**config.mk**
```make
export PLATFORM = sky130hd
export DESIGN_NAME = uart_rx_ctrl
export DESIGN_NICKNAME = d
export VERILOG_FILES = /design/src/rtl/uart_rx_ctrl.sv
export SDC_FILE = /design/constraint.sdc
export NUM_CORES = 1
export LEC_CHECK = 0
export CELL_PAD_IN_SITES_DETAIL_PLACEMENT = 1
export CELL_PAD_IN_SITES_GLOBAL_PLACEMENT = 2
export CORE_MARGIN = 2
export CORE_UTILIZATION = 35
export CTS_BUF_LIST = sky130_fd_sc_hd__clkbuf_8
export CTS_CLUSTER_SIZE = 24
export DETAILED_ROUTE_END_ITERATION = 8
export DONT_BUFFER_PORTS = 1
export GPL_TIMING_DRIVEN = 1
export HOLD_SLACK_MARGIN = 0.02
export PLACE_DENSITY = 0.77
export SLEW_MARGIN = 20
export SYNTH_ARGS = -nofsm -noshare
export SYNTH_HDL_FRONTEND = slang
export SYNTH_SLANG_ARGS = --single-unit
```
**constraint.sdc**
```tcl
create_clock -name CLK -period 3.8 [get_ports CLK]
set_clock_uncertainty 0.05 [all_clocks]
set_input_delay 1.14 -clock CLK [delete_from_list [all_inputs] [get_ports CLK]]
set_output_delay 1.14 -clock CLK [all_outputs]
set_load 0.02 [all_outputs]
```
**src/rtl/uart_rx_ctrl.sv**
```systemverilog
// -----------------------------------------------------------------------------
// uart_rx_ctrl
// Receive-side frame controller for the UART RX path. Detects the start bit,
// runs the per-bit edge counter and the data bit counter, enables the external
// 3-sample majority-vote sampler and consumes its decision on the last edge of
// every bit. Deserialises DATA_WIDTH data bits (LSB first), checks start,
// optional parity and stop bits, and presents each received word with a
// single-cycle valid or error strobe.
//
// Optional build macro: UART_RX_ERR_CNT_EN adds saturating frame/error counters
// (frame_cnt, err_cnt). Without it the block has no counter ports or logic.
//
// Ports:
//   CLK          oversampling clock
//   RST          asynchronous reset, active-low
//   RX_IN        serial line, idle high, already synchronised
//   Prescale     oversampling ratio (8, 16 or 32 are legal)
//   PAR_EN       frame carries a parity bit
//   PAR_TYP      0 = even parity, 1 = odd parity
//   sampled_bit  majority-voted bit from the sampler
//   dat_samp_en  sampler enable (high while a frame is in progress)
//   edge_cnt     edge index within the current bit, 0 in IDLE
//   P_DATA       last received data word
//   data_valid   1-cycle strobe: good frame on P_DATA
//   par_err      1-cycle strobe: parity mismatch
//   stp_err      1-cycle strobe: stop bit sampled 0
//   strt_glitch  1-cycle strobe: start bit sampled 1, frame aborted
//   busy         high in any state other than IDLE
//   cfg_err      Prescale illegal while in IDLE
//   frame_cnt    (UART_RX_ERR_CNT_EN) count of good frames, saturating
//   err_cnt      (UART_RX_ERR_CNT_EN) count of failed frames, saturating
// -----------------------------------------------------------------------------
module uart_rx_ctrl #(
    parameter int DATA_WIDTH = 8
) (
    input  logic                  CLK,
    input  logic                  RST,
    input  logic                  RX_IN,
    input  logic [5:0]            Prescale,
    input  logic                  PAR_EN,
    input  logic                  PAR_TYP,
    input  logic                  sampled_bit,
    output logic                  dat_samp_en,
    output logic [4:0]            edge_cnt,
    output logic [DATA_WIDTH-1:0] P_DATA,
    output logic                  data_valid,
    output logic                  par_err,
    output logic                  stp_err,
    output logic                  strt_glitch,
    output logic                  busy,
    output logic                  cfg_err
`ifdef UART_RX_ERR_CNT_EN
    ,
    output logic [15:0]           frame_cnt,
    output logic [15:0]           err_cnt
`endif
);

    localparam int BCW = (DATA_WIDTH > 1) ? $clog2(DATA_WIDTH) : 1;

    typedef enum logic [2:0] {
        IDLE,
        START,
        DATA,
        PARITY,
        STOP
    } state_t;

    function automatic logic prescale_legal(input logic [5:0] p);
        return (p == 6'd8) || (p == 6'd16) || (p == 6'd32);
    endfunction

    function automatic logic [15:0] sat_inc(input logic [15:0] v);
        return (v == 16'hFFFF) ? v : v + 16'd1;
    endfunction

    state_t                state_q, state_d;
    logic [4:0]            edge_cnt_q, edge_cnt_d;
    logic [BCW-1:0]        bit_cnt_q, bit_cnt_d;
    logic [DATA_WIDTH-1:0] shift_q, shift_d;
    logic [DATA_WIDTH-1:0] p_data_q, p_data_d;
    logic [5:0]            prescale_l_q, prescale_l_d;
    logic                  par_en_l_q, par_en_l_d;
    logic                  par_typ_l_q, par_typ_l_d;
    logic                  par_mis_q, par_mis_d;
    logic                  data_valid_q, data_valid_d;
    logic                  par_err_q, par_err_d;
    logic                  stp_err_q, stp_err_d;
    logic                  strt_glitch_q, strt_glitch_d;
    logic                  busy_q, busy_d;
    logic                  samp_en_q, samp_en_d;
    logic                  cfg_err_q, cfg_err_d;

    logic [5:0]            last_idx;
    logic                  last_edge;
    logic                  cfg_legal;

    // Last edge of a bit is index Prescale_l-1; compare at 6 bits so that
    // Prescale 32 (last index 31) fits without truncation surprises.
    assign last_idx  = prescale_l_q - 6'd1;
    assign last_edge = ({1'b0, edge_cnt_q} == last_idx);
    assign cfg_legal = prescale_legal(Prescale);

    always_comb begin
        state_d       = state_q;
        edge_cnt_d    = edge_cnt_q;
        bit_cnt_d     = bit_cnt_q;
        shift_d       = shift_q;
        p_data_d      = p_data_q;
        prescale_l_d  = prescale_l_q;
        par_en_l_d    = par_en_l_q;
        par_typ_l_d   = par_typ_l_q;
        par_mis_d     = par_mis_q;
        data_valid_d  = 1'b0;
        par_err_d     = 1'b0;
        stp_err_d     = 1'b0;
        strt_glitch_d = 1'b0;

        if (state_q == IDLE) begin
            edge_cnt_d = 5'd0;
            // The detection cycle itself is edge 0 of the start bit.
            if (!RX_IN && cfg_legal) begin
                state_d      = START;
                edge_cnt_d   = 5'd1;
                bit_cnt_d    = '0;
                par_mis_d    = 1'b0;
                prescale_l_d = Prescale;
                par_en_l_d   = PAR_EN;
                par_typ_l_d  = PAR_TYP;
            end
        end else begin
            edge_cnt_d = last_edge ? 5'd0 : edge_cnt_q + 5'd1;
            if (last_edge) begin
                case (state_q)
                    START: begin
                        if (sampled_bit) begin
                            strt_glitch_d = 1'b1;
                            state_d       = IDLE;
                        end else begin
                            state_d   = DATA;
                            bit_cnt_d = '0;
                        end
                    end
                    DATA: begin
                        // New bit enters at the MSB so the first (LSB) bit
                        // ends up in bit 0 after DATA_WIDTH shifts.
                        shift_d   = (shift_q >> 1)
                                  | (DATA_WIDTH'(sampled_bit) << (DATA_WIDTH - 1));
                        bit_cnt_d = bit_cnt_q + 1'b1;
                        if (bit_cnt_q == BCW'(DATA_WIDTH - 1)) begin
                            state_d = par_en_l_q ? PARITY : STOP;
                        end
                    end
                    PARITY: begin
                        par_mis_d = sampled_bit ^ (^shift_q) ^ par_typ_l_q;
                        state_d   = STOP;
                    end
                    STOP: begin
                        p_data_d = shift_q;
                        if (!par_mis_q && sampled_bit) begin
                            data_valid_d = 1'b1;
                        end else begin
                            par_err_d = par_mis_q;
                            stp_err_d = ~sampled_bit;
                        end
                        state_d = IDLE;
                    end
                    default: state_d = IDLE;
                endcase
            end
        end

        // Level outputs are registered from the next state so they line up
        // with the state register rather than lagging it by a cycle.
        busy_d    = (state_d != IDLE);
        samp_en_d = (state_d != IDLE);
        cfg_err_d = (state_d == IDLE) && !cfg_legal;
    end

`ifdef UART_RX_ERR_CNT_EN
    logic [15:0] frame_cnt_q, frame_cnt_d;
    logic [15:0] err_cnt_q, err_cnt_d;

    always_comb begin
        frame_cnt_d = frame_cnt_q;
        err_cnt_d   = err_cnt_q;
        if (data_valid_d) begin
            frame_cnt_d = sat_inc(frame_cnt_q);
        end
        // Simultaneous parity and stop errors belong to one frame: count once.
        if (par_err_d || stp_err_d || strt_glitch_d) begin
            err_cnt_d = sat_inc(err_cnt_q);
        end
    end

    always_ff @(posedge CLK or negedge RST) begin
        if (!RST) begin
            frame_cnt_q <= 16'd0;
            err_cnt_q   <= 16'd0;
        end else begin
            frame_cnt_q <= frame_cnt_d;
            err_cnt_q   <= err_cnt_d;
        end
    end

    assign frame_cnt = frame_cnt_q;
    assign err_cnt   = err_cnt_q;
`endif

    always_ff @(posedge CLK or negedge RST) begin
        if (!RST) begin
            state_q       <= IDLE;
            edge_cnt_q    <= 5'd0;
            bit_cnt_q     <= '0;
            shift_q       <= '0;
            p_data_q      <= '0;
            prescale_l_q  <= 6'd8;
            par_en_l_q    <= 1'b0;
            par_typ_l_q   <= 1'b0;
            par_mis_q     <= 1'b0;
            data_valid_q  <= 1'b0;
            par_err_q     <= 1'b0;
            stp_err_q     <= 1'b0;
            strt_glitch_q <= 1'b0;
            busy_q        <= 1'b0;
            samp_en_q     <= 1'b0;
            cfg_err_q     <= 1'b0;
        end else begin
            state_q       <= state_d;
            edge_cnt_q    <= edge_cnt_d;
            bit_cnt_q     <= bit_cnt_d;
            shift_q       <= shift_d;
            p_data_q      <= p_data_d;
            prescale_l_q  <= prescale_l_d;
            par_en_l_q    <= par_en_l_d;
            par_typ_l_q   <= par_typ_l_d;
            par_mis_q     <= par_mis_d;
            data_valid_q  <= data_valid_d;
            par_err_q     <= par_err_d;
            stp_err_q     <= stp_err_d;
            strt_glitch_q <= strt_glitch_d;
            busy_q        <= busy_d;
            samp_en_q     <= samp_en_d;
            cfg_err_q     <= cfg_err_d;
        end
    end

    assign dat_samp_en = samp_en_q;
    assign edge_cnt    = edge_cnt_q;
    assign P_DATA      = p_data_q;
    assign data_valid  = data_valid_q;
    assign par_err     = par_err_q;
    assign stp_err     = stp_err_q;
    assign strt_glitch = strt_glitch_q;
    assign busy        = busy_q;
    assign cfg_err     = cfg_err_q;

endmodule

```
==> results of run 1 <==
==> sequential cells by signal (all words and copies together) (netlist names) <==
signal,count
P_DATA,8
shift_q,8
prescale_l_q,6
edge_cnt,5
bit_cnt_q,3
state_q,3
cfg_err,1
dat_samp_en,1
data_valid,1
par_en_l_q,1
par_err,1
par_mis_q,1
par_typ_l_q,1
stp_err,1
strt_glitch,1
==> final cells by class <==
| type | instances | area [sq um] | share of cell area (%) |
|---|---|---|---|
| flip-flops and latches | 42 | 1050 | 48.4 |
| multi-input cells | 125 | 908 | 41.7 |
| well taps | 72 | 90.1 | 4.14 |
| clock buffers | 5 | 68.8 | 3.16 |
| inverters | 8 | 30.0 | 1.38 |
| clock inverters | 3 | 26.3 | 1.21 |
==> cell usage after synthesis, types with 2 or more instances <==
cell,number,area (sq um)
or3_1,2,12.5
xnor2_1,15,131
clkbuf_1,5,18.8
xor2_1,6,52.6
nor3_1,3,15.0
ha_1,4,50.1
o21ai_0,7,35.0
mux2_2,16,180
nand2_1,17,63.8
and3_1,2,12.5
o31ai_1,2,15.0
nor3b_1,5,37.5
dfrtp_1,41,1030
o211ai_1,5,37.5
nor2_1,11,41.3
a21oi_1,4,20.0
and2_1,3,18.8
inv_1,8,30.0
nand3_1,6,30.0
==> metal layers <==
| metal | GRT usage [%] | up-vias | part of all wire (%) |
|---|---|---|---|
| met2 | 22.2 | 23 | 48 |
| met3 | 4.61 | 8 | 4.4 |
| met5 | 0 | - | 0 |
| li1 | - | 629 | - |
| met4 | 6.61 | 0 | 1.9 |
| met1 | 19.0 | 662 | 46 |
==> worst register-to-register path: cells and delay by family (launching register included) <==
| family | cells | cell delay (ps) |
|---|---|---|
| and+or+nand+nor | 3 | 1150 |
| DFF | 1 | 420 |
| muxes | 1 | 340 |
| AOI/OAI and AO/OA | 1 | 270 |
==> power breakdown <==
part	internal (mW)	switching [mW]	total, mW
Combinational	0.331	0.395	0.726
Clock	0.136	0.173	0.310
Sequential	0.580	0.210	0.790
==> layout by cell type, fill, tap and decap left out, types with 2 or more instances in the layout <==
cell / n
inv_6: 3
o211ai_1: 5
inv_1: 8
mux2_2: 16
nor3b_1: 5
a21oi_1: 4
nor2_1: 11
nor3_1: 3
ha_1: 4
xor2_1: 6
nand3_1: 6
dfrtp_1: 41
and2_1: 3
clkbuf_8: 5
xnor2_1: 15
o31ai_1: 2
nand2_1: 17
and3_1: 2
o21ai_0: 7
or3_1: 2
==> worst min path at each step <==
stage                           end  slack [ps]  cells past startpoint
global route           bit_cnt_q[1]         440                      0
floorplan                data_valid         390                      1
CTS                      data_valid         450                      1
finish                   data_valid         440                      1
detailed placement       data_valid         430                      1
global placement    prescale_l_q[3]         420                      2
==> metrics by stage <==
stage | total power [mW] | cells | setup WS, ps
finish | 1.83 | 255 | 1480
global placement | 1.50 | 247 | 1310
detailed placement | 1.54 | 247 | 1160
global route | 1.98 | 255 | 1250
CTS | 1.86 | 255 | 1440
floorplan | 1.40 | 182 | 1540
==> kinds of logic after synthesis <==
group,Yosys count
multiplexers,16
flip-flops,42
buffers and inverters,15
AO/OA/AOI/OAI,25
XOR/XNOR,21
AND/OR/NAND/NOR,59
adder cells (fa/ha/maj),4
==> run_results.csv, run 1 <==
group,metric,value,unit
floorplanning,die_area,6420,sq um
worst_setup_path,critPathSlowestCell,"and4_1",
sta,tightestPinTransition,851,ps
synthesis,netlist_area,2030,sq um
routing,detail-route-antenna-nets,0,
finish,nFillCells,621,
floorplanning,die_x,80.1,um
floorplanning,coreArea,5540,sq um
placed_design,gp_congestion,0.737,
worst_setup_path,required,3940,ps
sta,fin_crit_sh,61.1,%
clock_network,insertion_delay,300,ps
synthesis,synth.distinct_cells,39,
power_and_ir_drop,p_leak,0.969,nW
synthesis,synth-adder-area-share,2.47,%
worst_setup_path,worstReg2RegEnd,"P_DATA[1]",
floorplanning,num_rows,27,
sta,finalCriticalPeriod,2320,ps
placed_design,dpl_cell_area,2080,sq um
sta,rsz0062_at_grt,"false",
placed_design,place_hpwl,3020,um
sta,fin_hold_ws,442,ps
sta,slew_violations,0,
synthesis,syn_inst,182,
synthesis,synthMuxAreaShare,8.88,%
status,status,"completed",
synthesis,synth_top_family_by_area,"simple AND/OR/NAND/NOR gates",
synthesis,synthFlopType,"dfrtp_1",
worst_setup_path,critPathTopFamily,"simple AND/OR/NAND/NOR gates",
worst_setup_path,startpoint,"prescale_l_q[0]",
synthesis,synth_xor_area_share,9.07,%
worst_setup_path,r2r_cells,5,
worst_setup_path,crit_cells,5,
worst_setup_path,end_kind,"register",
synthesis,synthSimpleGateAreaFrac,16.0,%
worst_setup_path,path_class,"reg2reg",
routing,wl_per_cell,16.1,um
sta,tns,0,ps
synthesis,ys_seq_elements,42,
placed_design,io_buffers,0,
synthesis,synth_edf_count,0,
hold_path,hp-start,"par_mis_q",
routing,vias_per_cell,5.18,
worst_setup_path,cp_num_buf_inv,0,
finish,final_util,39.3,%
routing,drt_wl_total,4100,um
global_routing,grt_overflow,0,
worst_setup_path,max_stage_delay,510,ps
synthesis,seq_area_frac_synth,51.9,%
global_routing,track_usage,14.6,%
routing,drt-initial-drc-count,74,
finish,drive_gt1_share,16.9,%
worst_setup_path,cp.arrival,2460,ps
clock_network,cts.sinks,42,
clock_network,cts_buffers,5,
synthesis,yosys_warnings,0,
clock_network,path_clk_slew,90,ps
synthesis,syn_area_per_cell,11.1,sq um
synthesis,syn_nets,198,
power_and_ir_drop,ir_drop,0.303,mV
global_routing,grt_pass1_wl,7130,um
worst_setup_path,endpoint,"P_DATA[1]",
floorplanning,start_util,36.6,%
floorplanning,fp.dieH,80.1,um
clock_network,cts_tree,"built",
clock_network,hold_buffers,0,
worst_setup_path,crit_path_max_fanout,10,
synthesis,synth_compound_area_share,8.33,%
worst_setup_path,worst_setup_path_start_kind,"register",
worst_setup_path,r2r_slack,1480,ps
clock_network,cts.path.max_buffers,2,
global_routing,grt_max_degree,43,
clock_network,cts_max_level,2,
routing,drc_errors,0,
finish,final_nets,198,
floorplanning,io_pins,32,
sta,setup_violations,0,
global_routing,antenna_found_initial,0,
clock_network,cts-resized-gates,0,
sta,fmax,431,MHz
finish,fin_area,2180,sq um
finish,syn2layout_area_growth,7.28,%
worst_setup_path,crit_chain,"or3_4, o31ai_1, and4_1, nand3_4, mux2_2",
clock_network,cts-root-buf,"clkbuf_8",
synthesis,synthArstFlopShare,100,%
routing,vias,1322,
sta,slew_headroom,42.8,%
worst_setup_path,r2r-start,"prescale_l_q[0]",
hold_path,hp-class,"reg2reg",
power_and_ir_drop,power_density,839,nW/um^2
finish,diodes,0,
sta,finalHoldViolations,0,
job,cap_viol_max_count,0,
routing,first_pass_iters,4,
clock_network,cts_setup_buffers,0,
global_routing,grt_pass1_vias,1446,
Note: power is estimated with default switching activity, not from simulation.
==> run 2, diff against run 1 <==
Settings changed: PLACE_DENSITY 0.77 to 0.79.
Clock period 3.8 ns to 2 ns, I/O delays scaled along.
==> run 2 against run 1 <==
Net effect: the run now ends with negative setup slack left; sequential power is 76% higher; flip-flop and latch count unchanged; cell count increased by 9.8%; critical path depth stayed put; first-iteration DRC count increased by 9.5%; clock power rose by 76%; register-to-register slack got worse by 1600 ps; via count grew 10%; combinational power rose to 3.4 times the previous value; utilization is 7.2 points higher.
==> run_results.csv, run 2 (synthesis gave the netlist of run 1 again) <==
group,metric,value,unit
status,status,"finished with violations",
status,failed_checks,"negative setup slack",
finish,drive_gt1_share,36.1,%
global_routing,antenna_found_initial,0,
power_and_ir_drop,power_density,1710,nW/um^2
sta,slew_violations,0,
worst_setup_path,crit_chain,"or3_4, or4_4, and4_4, nand3_4, mux2_4",
sta,fin_hold_ws,84.1,ps
routing,drc_errors,0,
placed_design,place_hpwl,3390,um
sta,finalCriticalPeriod,2140,ps
routing,vias,1460,
finish,nFillCells,604,
job,cap_viol_max_count,0,
global_routing,grt_pass1_vias,1621,
clock_network,cts.path.max_buffers,2,
worst_setup_path,critPathTopFamily,"simple AND/OR/NAND/NOR gates",
global_routing,grt_overflow,0,
finish,final_nets,223,
placed_design,gp_congestion,0.787,
sta,fmax,466,MHz
worst_setup_path,cp.arrival,2280,ps
sta,finalHoldViolations,0,
hold_path,hp-class,"in2async",
clock_network,cts.sinks,42,
clock_network,cts_buffers,5,
floorplanning,start_util,36.6,%
sta,slew_headroom,61.8,%
routing,detail-route-antenna-nets,0,
sta,setup_violations,21,
floorplanning,coreArea,5540,sq um
placed_design,io_buffers,0,
clock_network,cts_max_level,2,
finish,diodes,0,
finish,final_cell_mix,"41 x dfrtp_1, 21 x buf_4, 17 x nand2_1, 15 x mux2_4, 13 x xnor2_1",
worst_setup_path,crit_path_max_fanout,5,
sta,tns,-2190,ps
worst_setup_path,cp_num_buf_inv,0,
global_routing,grt_max_degree,42,
sta,worst_slack,-144,ps
global_routing,grt_pass1_wl,8420,um
worst_setup_path,path_class,"reg2reg",
worst_setup_path,worst_setup_path_start_kind,"register",
floorplanning,die_x,80.1,um
floorplanning,num_rows,27,
worst_setup_path,max_stage_delay,430,ps
floorplanning,io_pins,32,
routing,vias_per_cell,5.21,
clock_network,cts-root-buf,"clkbuf_8",
worst_setup_path,end_kind,"register",
routing,wl_per_cell,19.2,um
floorplanning,fp.dieH,80.1,um
power_and_ir_drop,ir_drop,0.804,mV
global_routing,track_usage,17.4,%
routing,drt-initial-drc-count,81,
routing,first_pass_iters,4,
floorplanning,die_area,6420,sq um
power_and_ir_drop,p_leak,1.17,nW
sta,fin_crit_sh,107,%
sta,rsz0062_at_grt,"true",
sta,tightestPinTransition,570,ps
finish,syn2layout_area_growth,27.0,%
finish,final_common_cell,"dfrtp_1",
clock_network,path_clk_slew,90,ps
worst_setup_path,critPathSlowestCell,"or3_4",
clock_network,cts_tree,"built",
worst_setup_path,required,2140,ps
routing,drt_wl_total,5360,um
clock_network,insertion_delay,300,ps
==> run 2: layer usage <==
| layer | share of wire (%) | GRT usage, % |
|---|---|---|
| met5 | 0 | 0 |
| met4 | 1.7 | 6.27 |
| met3 | 2.9 | 3.71 |
| met2 | 53 | 29.8 |
| met1 | 43 | 21.7 |
==> run 2: worst paths after layout <==
check / from / to / slack, ps / depth (start not counted)
worst max-delay path: prescale_l_q[1] / P_DATA[3] / -140 / 5
worst min-delay path: RST / state_q[1] / 80 / 1
worst max register to register: prescale_l_q[1] / P_DATA[3] / -140 / 5
worst min register to register: par_mis_q / data_valid / 440 / 1
max in group asynchronous: RST / bit_cnt_q[0] / 1610 / 1
min in group CLK: sampled_bit / stp_err / 300 / 1
==> run 2: area by class of cell <==
type / count / area (sq um) / area share, %
multi-input cells: 126 / 1120 / 43.4
flip-flops and latches: 42 / 1050 / 40.8
repair buffers: 24 / 200 / 7.77
well taps: 72 / 90.1 / 3.50
clock buffers: 5 / 68.8 / 2.67
inverters: 8 / 30.0 / 1.17
clock inverters: 3 / 17.5 / 0.680
==> run 2: metrics by stage <==
step           total power, mW  utilization (%)  std cells  area (sq um)  setup slack (ps)
2_1_floorplan             2.65                -        182          2030              -119
3_3_place_gp              3.14             40.1        266          2220              -124
3_5_place_dp              3.25             40.1        266          2220              -170
4_1_cts                   4.14             44.4        279          2460              -102
5_1_grt                   4.67             46.5        280          2580              -190
6_report                  4.40             46.5        280          2580              -144
==> run 2: report_power, final <==
| group | internal (mW) | switching [mW] | leakage, nW |
|---|---|---|---|
| clock network | 0.242 | 0.305 | 0.0493 |
| registers | 1.10 | 0.284 | 0.528 |
| logic | 1.15 | 1.32 | 0.592 |
==> run 2: repair_timing <==
action | 4_1_cts | 5_1_grt
gates cloned | 1 | 0
buffers inserted | 3 | 2
endpoints found under the hold margin | 41 | 0
hold buffers | 1 | 0
resized for setup | 25 | 20
pin swaps | 5 | 10
setup endpoints to repair | 33 | 37
==> run 3, diff against run 2 <==
Settings changed: GPL_ROUTABILITY_DRIVEN set to 0, PLACE_DENSITY 0.79 to 0.69.
==> run 3 against run 2 <==
Net effect: the flow still finishes with violations (negative setup slack); register-to-register slack improved by 20 ps; sequential share of layout area shrank 1.1 points; via count rose by 0.48%; maximum frequency is 0.90% higher; global-route usage shrank 0.92 points; cell count grew 0.71%; clock-buffer cell count unchanged; routed wire length shrank 6.4%.
==> run_results.csv, run 3 (synthesis gave the netlist of run 1 again) <==
group,metric,value,unit
status,status,"finished with violations",
status,failed_checks,"negative setup slack",
routing,drt-initial-drc-count,54,
worst_setup_path,crit_path_max_fanout,5,
sta,fin_crit_sh,106,%
sta,worst_slack,-125,ps
sta,slew_violations,0,
power_and_ir_drop,p_leak,1.20,nW
finish,final_common_cell,"dfrtp_1",
floorplanning,num_rows,27,
floorplanning,coreArea,5540,sq um
clock_network,cts.path.max_buffers,2,
clock_network,path_clk_slew,80,ps
sta,fmax,471,MHz
floorplanning,die_area,6420,sq um
global_routing,grt_pass1_wl,8020,um
finish,final_nets,225,
finish,final_util,47.8,%
finish,final_cell_mix,"41 x dfrtp_1, 22 x buf_4, 16 x nand2_1, 16 x mux2_4, 14 x xnor2_1",
sta,setup_violations,22,
sta,rsz0062_at_grt,"true",
clock_network,cts-root-buf,"clkbuf_8",
sta,slew_headroom,71.4,%
floorplanning,io_pins,32,
hold_path,hp-class,"in2async",
clock_network,insertion_delay,300,ps
floorplanning,start_util,36.6,%
placed_design,place_hpwl,3380,um
floorplanning,die_x,80.1,um
global_routing,antenna_found_initial,0,
floorplanning,fp.dieH,80.1,um
routing,met3WireLength,189,um
worst_setup_path,end_kind,"register",
sta,finalCriticalPeriod,2120,ps
routing,dr.max_layer_used,"met4",
job,cap_viol_max_count,0,
routing,wl_met2,2640,um
routing,vias,1467,
finish,drive_gt1_share,36.2,%
clock_network,cts.sinks,42,
worst_setup_path,path_class,"reg2reg",
power_and_ir_drop,ir_drop,0.630,mV
global_routing,track_usage,16.5,%
global_routing,grt_overflow,0,
routing,drt_wl_total,5020,um
routing,vias_per_cell,5.20,
global_routing,grt_max_degree,42,
clock_network,cts_max_level,2,
finish,fin_area,2650,sq um
routing,met1_length,2130,um
routing,drc_errors,0,
sta,finalHoldViolations,0,
placed_design,dp_slack,-234,ps
sta,fin_hold_ws,82.9,ps
worst_setup_path,worst_setup_path_start_kind,"register",
placed_design,io_buffers,0,
worst_setup_path,cp.arrival,2260,ps
routing,detail-route-antenna-nets,0,
global_routing,grt_pass1_vias,1599,
routing,wl_per_cell,17.8,um
clock_network,cts_tree,"built",
finish,syn2layout_area_growth,30.6,%
clock_network,cts_buffers,5,
sta,tightestPinTransition,427,ps
finish,diodes,0,
power_and_ir_drop,power_density,1770,nW/um^2
worst_setup_path,required,2140,ps
placed_design,dpl_cell_area,2230,sq um
routing,first_pass_iters,4,
## run 3: changes by cell type in the layout (fill, tap and decap cells not counted), sizes merged
cell and change:
bufinv +2, inv -1, clkinv -1, buf +2
## run 3: final timing paths
kind,start,end,slack (ps),depth (start not counted)
setup / recovery,prescale_l_q[2],P_DATA[0],-120,5
hold / removal,RST,state_q[1],80,1
setup reg to reg,prescale_l_q[2],P_DATA[0],-120,5
hold reg to reg,par_typ_l_q,par_typ_l_q,470,2
max in group asynchronous,RST,prescale_l_q[4],1610,1
min in group CLK,sampled_bit,stp_err,300,1
## run 3: power breakdown
group / leakage, nW / switching (mW) / total (mW) / internal (mW)
registers: 0.528 / 0.271 / 1.38 / 1.10
logic: 0.605 / 1.32 / 2.52 / 1.19
clock network: 0.0683 / 0.308 / 0.809 / 0.500
## run 3: critical path: stages (launching register included)
cell and delay [ps]:
dfrtp_1 390, or3_4 410, or4_4 430, and4_4 260, nand3_4 160, mux2_4 320
## run 3: final cells by class
| cell class | count | area, sq um |
|---|---|---|
| clock buffers | 5 | 68.8 |
| clock inverters | 3 | 68.8 |
| fillers | 606 | 2890 |
| inverters | 8 | 30.0 |
| multi-input cells | 126 | 1120 |
| flip-flops and latches | 42 | 1050 |
| well taps | 72 | 90.1 |
| repair buffers | 26 | 219 |
## run 3: what timing repair did
action                                  CTS  global route
cloned                                    1             0
pin swaps                                 9            10
gates resized for setup                  28            20
endpoints found under the setup margin   33            32
endpoints found under the hold margin    41             0
hold buffers                              1             0
setup buffers                             3             3
## run 3: layer usage
| metal | vias to the layer above | global-route usage [%] |
|---|---|---|
| met5 | - | 0 |
| met4 | 0 | 5.25 |
| met3 | 6 | 4.16 |
| met2 | 21 | 27.9 |
| met1 | 759 | 20.6 |
| li1 | 681 | - |
## run 3: stage by stage
| stage | total power [mW] | TNS, ps | instances |
|---|---|---|---|
| after floorplan | 2.65 | -1600 | 182 |
| after global placement | 3.16 | -2150 | 267 |
| after detailed placement | 3.26 | -4470 | 267 |
| after CTS | 4.39 | -1400 | 279 |
| after global routing | 5.03 | -3260 | 282 |
| final | 4.70 | -1660 | 282 |
